==> src/rtl/pipe_stage_reg.sv <==
// pipe_stage_reg: elastic valid/ready pipeline register carrying LANES x WIDTH
// payload lanes. SKID=1 adds a skid entry so in_ready comes from a flop.
// Invalid entries always hold zero, so a bubble reads as NOP on every lane.
// A saturating counter tracks cycles where the output is stalled downstream.
module pipe_stage_reg #(
    parameter int WIDTH = 32,
    parameter int LANES = 5,
    parameter int SKID  = 1,
    parameter int CNT_W = 16
) (
    input  logic                   clk,
    input  logic                   reset,
    input  logic                   flush,
    input  logic                   in_valid,
    output logic                   in_ready,
    input  logic [LANES*WIDTH-1:0] in_data,
    output logic                   out_valid,
    input  logic                   out_ready,
    output logic [LANES*WIDTH-1:0] out_data,
    output logic [CNT_W-1:0]       stall_cnt
);

    localparam int DW = LANES * WIDTH;

    typedef enum logic [1:0] {
        S_EMPTY = 2'd0,
        S_ONE   = 2'd1,
        S_FULL  = 2'd2
    } state_t;

    state_t          r_state;
    state_t          w_state_nxt;
    logic [DW-1:0]   r_main_data;
    logic [DW-1:0]   w_main_nxt;
    logic [DW-1:0]   r_skid_data;
    logic [DW-1:0]   w_skid_nxt;
    logic            r_main_vld;
    logic            r_in_ready;
    logic [CNT_W-1:0] r_stall_cnt;

    logic            w_accept;
    logic            w_fire;
    logic            w_in_ready;

    // SKID=1 uses the flopped ready; SKID=0 lets a consuming downstream
    // make room in the same cycle.
    generate
        if (SKID != 0) begin : g_rdy_reg
            assign w_in_ready = r_in_ready;
        end else begin : g_rdy_comb
            assign w_in_ready = out_ready || !r_main_vld;
        end
    endgenerate

    assign in_ready  = w_in_ready;
    assign out_valid = r_main_vld;
    assign out_data  = r_main_data;
    assign stall_cnt = r_stall_cnt;

    assign w_accept = in_valid && w_in_ready;
    assign w_fire   = r_main_vld && out_ready;

    // Next-state and next-payload selection; flush overrides the handshake.
    always_comb begin
        w_state_nxt = r_state;
        w_main_nxt  = r_main_data;
        w_skid_nxt  = r_skid_data;
        if (flush) begin
            w_state_nxt = S_EMPTY;
            w_main_nxt  = '0;
            w_skid_nxt  = '0;
        end else begin
            case (r_state)
                S_EMPTY: begin
                    if (w_accept) begin
                        w_state_nxt = S_ONE;
                        w_main_nxt  = in_data;
                    end
                end
                S_ONE: begin
                    if (w_accept && w_fire) begin
                        w_main_nxt = in_data;
                    end else if (w_accept && (SKID != 0)) begin
                        // Downstream stalled: park the new payload behind main.
                        w_state_nxt = S_FULL;
                        w_skid_nxt  = in_data;
                    end else if (w_fire) begin
                        w_state_nxt = S_EMPTY;
                        w_main_nxt  = '0;
                    end
                end
                S_FULL: begin
                    if (w_fire) begin
                        w_state_nxt = S_ONE;
                        w_main_nxt  = r_skid_data;
                        w_skid_nxt  = '0;
                    end
                end
                default: begin
                    w_state_nxt = S_EMPTY;
                    w_main_nxt  = '0;
                    w_skid_nxt  = '0;
                end
            endcase
        end
    end

    // State, payload and valid/ready flops; valid and ready are stored
    // directly so the outputs never decode through combinational logic.
    always_ff @(posedge clk or negedge reset) begin
        if (!reset) begin
            r_state     <= S_EMPTY;
            r_main_data <= '0;
            r_skid_data <= '0;
            r_main_vld  <= 1'b0;
            r_in_ready  <= 1'b1;
        end else begin
            r_state     <= w_state_nxt;
            r_main_data <= w_main_nxt;
            r_skid_data <= w_skid_nxt;
            r_main_vld  <= (w_state_nxt != S_EMPTY);
            r_in_ready  <= (w_state_nxt != S_FULL);
        end
    end

    // Saturating stall counter; only reset clears it.
    always_ff @(posedge clk or negedge reset) begin
        if (!reset) begin
            r_stall_cnt <= '0;
        end else if (r_main_vld && !out_ready && !(&r_stall_cnt)) begin
            r_stall_cnt <= r_stall_cnt + 1'b1;
        end
    end

endmodule

==> config.mk <==
export PLATFORM = sky130hd
export DESIGN_NAME = pipe_stage_reg
export DESIGN_NICKNAME = d
export VERILOG_FILES = /design/src/rtl/pipe_stage_reg.sv
export SDC_FILE = /design/constraint.sdc
export NUM_CORES = 1
export LEC_CHECK = 0
export CORE_MARGIN = 2
export CORE_UTILIZATION = 55
export CTS_CLUSTER_DIAMETER = 50
export DETAILED_ROUTE_END_ITERATION = 16
export PLACE_DENSITY = 0.92
export SYNTH_ARGS = -nofsm -noshare
export SYNTH_HDL_FRONTEND = slang
export SYNTH_SLANG_ARGS = --single-unit
==> constraint.sdc <==
create_clock -name clk -period 4.1 [get_ports clk]
set_clock_uncertainty 0.1 [all_clocks]
set_input_delay 0.41 -clock clk [delete_from_list [all_inputs] [get_ports clk]]
set_output_delay 0.41 -clock clk [all_outputs]
set_load 0.01 [all_outputs]
==> impl_metrics.yaml <==
floorplan:
  rows: 62
  coreArea_um2: 28800
  pin_count: 343
  floorplan.die_area_um2: 30600
  initial_core_util_pct: 55.9
  die_height_um: 175
  die_x_um: 175
synthesis:
  synth_ff_type: "dfrtp_1"
  yosysMostFrequentCell: "dfrtp_1"
  syn_area_um2: 16100
  synth-seq-area-share_pct: 52.9
  synthDistinctLibCells: 44
  ys_top_cells_by_count: "339 x dfrtp_1, 249 x mux2i_1, 169 x nand2_1, 162 x inv_1, 160 x o2bb2ai_1"
  synth_warnings: 0
  synth_nets: 1685
  synthTopCellsByArea: "dfrtp_1 53%, mux2i_1 16%, o2bb2ai_1 8.7%"
  yosysTopAreaCell: "dfrtp_1"
  synthArstFlopShare_pct: 100
  ys_ff_latch: 340
  synth_edf_count: 0
  syn_avg_cell_area_um2: 10.6
  synth_top_area_share_pct: 52.8
  netlist_instances: 1519
place:
  place_inst: 2150
  dpl-instance-area_um2: 19800
  port_buffers: 342
  dpl.hpwl_um: 28600
  gp_congestion: 0.868
  dp_slack_ns: 1.29
finish:
  syn_to_final_growth_pct: 30.9
  register_area_um2: 8520
  fillCellCount: 1877
  multi_input_area_um2: 6440
  instances_no_fill: 2222
  final_core_util_pct: 73.1
  layout-drive-gt1-share_pct: 5.40
  post-route-cell-area_um2: 21100
  finalNetCount: 1974
hold_path:
  hold_path_class: "in2reg"
power_and_ir_drop:
  power.internal_mw: 6.53
  p_per_area_nw_per_um2: 433
  sw_frac_of_total_pct: 28.3
  pwr-share-clk_pct: 37.6
  seq_power_share_pct: 42.6
  vdd_ir_drop_max_v: 0.000327
  p_leak_nw: 9.17
  power.switching_mw: 2.58
  comb_power_share_pct: 19.8
  p_total_mw: 9.11
global_routing:
  antenna_found_initial: 3
  grt_pass1_vias: 13800
  overflow: 0
  grt_pass1_wl_um: 73700
  grt_start_max_net_pins: 104
  grt.total_usage_pct: 30.0
route:
  dr.first_iter.drc_count: 1234
  first_pass_iters: 6
  route.detailed.drc: 0
  num_vias: 13200
  finalWirelength_um: 46100
  vias_per_cell: 5.95
  drt-wirelength-per-cell_um: 20.8
  ant_nets: 0
clock_tree:
  cts.sink_count: 340
  cts_resized: 0
  cts_made_buffers: 39
  cts_buffer_depth: 3
  root_buffer: "clkbuf_16"
  htreeDepth: 2
  postCtsHoldBufs: 1
  cts.clk_slew.worst_paths_ns: 0.06
  clock_latency_ns: 0.51
  cts_tree: "built"
  post_cts_buffers: 0
timing:
  finalHoldViolations: 0
  maxSlewViolCount: 0
  fin_crit_ns: 2.69
  finalSetupTns_ns: 0
  setup_slack_ns: 1.41
  rsz0062_at_grt: "no"
  slew_headroom_pct: 36.0
  worstMarginPinSlew_ns: 0.961
  fmax_mhz: 372
  finalCritPeriodShare_pct: 65.5
  setup_viol: 0
  whs_ns: 0.372
critical_path:
  startpoint_type: "flop"
  critical_path_class: "reg2reg"
  endpoint_kind: "flop"
  required_ns: 4.43
  crit_fanout: 53
  cp_data_arrival_time_ns: 3.02
job:
  drv_cap: 0
outcome:
  status: "finished clean"
-- logic make-up (layout without fill, tap and decap cells) --
group | Yosys count | in the layout | share of synthesized area, %
XOR/XNOR | 15 | 15 | 0.817
flip-flops | 340 | 340 | 52.9
AO/OA/AOI/OAI | 341 | 341 | 15.8
multiplexers | 251 | 251 | 15.6
AND/OR/NAND/NOR | 291 | 291 | 7.38
other | 0 | 3 | 0
adder cells (fa/ha/maj) | 1 | 1 | 0.0778
buffers and inverters | 280 | 596 | 7.35
-- cell usage in the layout (no fill, tap or decap), types with 13 or more instances in the layout --
cell type          n
dfrtp_1          337
o2bb2ai_1        160
mux2i_1          249
inv_1            162
nor2_1            93
a22oi_1           72
clkbuf_16         41
buf_4             13
clkdlybuf4s50_1  341
a21oi_1           94
nand2_1          169
-- critical path, cell delays in order (launching register included) --
cell and delay (ns):
dfrtp_4 0.91, nand4b_1 0.28, nor2_4 0.62, buf_12 0.34, a21oi_1 0.14, o2bb2ai_1 0.16
-- power by group through the flow --
stage               sequential, mW  clock, mW  combinational [mW]
floorplan                     3.92          0               0.872
global placement              3.92          0                1.73
detailed placement            3.93          0                1.79
CTS                           3.88       3.46                1.80
global route                  3.91       3.61                1.94
finish                        3.88       3.42                1.80
-- path summary, 6_finish.rpt --
path / end / depth (start not counted) / slack, ns / startpoint
max in group asynchronous: out_data[96] / 3 / 2.42 / reset
setup / recovery: out_data[112] / 5 / 1.41 / r_state[0]
hold / removal: r_skid_data[120] / 3 / 0.37 / in_data[120]
hold reg to reg: out_data[90] / 1 / 0.39 / out_data[90]
min in group asynchronous: out_data[144] / 2 / 0.40 / reset
setup reg to reg: out_data[112] / 5 / 1.41 / r_state[0]
-- sequential cells by signal (all words and copies together) (netlist names) --
name / cells
in_ready: 1
out_data: 160
out_valid: 1
r_skid_data: 160
r_state: 2
stall_cnt: 16
-- metal layers --
layer | part of all wire (%) | track usage (%)
met5 | 0 | 0
met2 | 49 | 49.6
met3 | 7.8 | 5.70
met1 | 40 | 39.2
met4 | 3.8 | 12.5
-- cell type report --
cell class / instances / area share [%]
flip-flops and latches: 340 / 40.5
clock buffers: 55 / 5.36
inverters: 162 / 2.89
diodes: 3 / 0.0357
well taps: 384 / 2.28
multi-input cells: 899 / 30.6
repair buffers: 366 / 17.7
clock inverters: 13 / 0.636
Note: power is estimated with default switching activity, not from simulation.
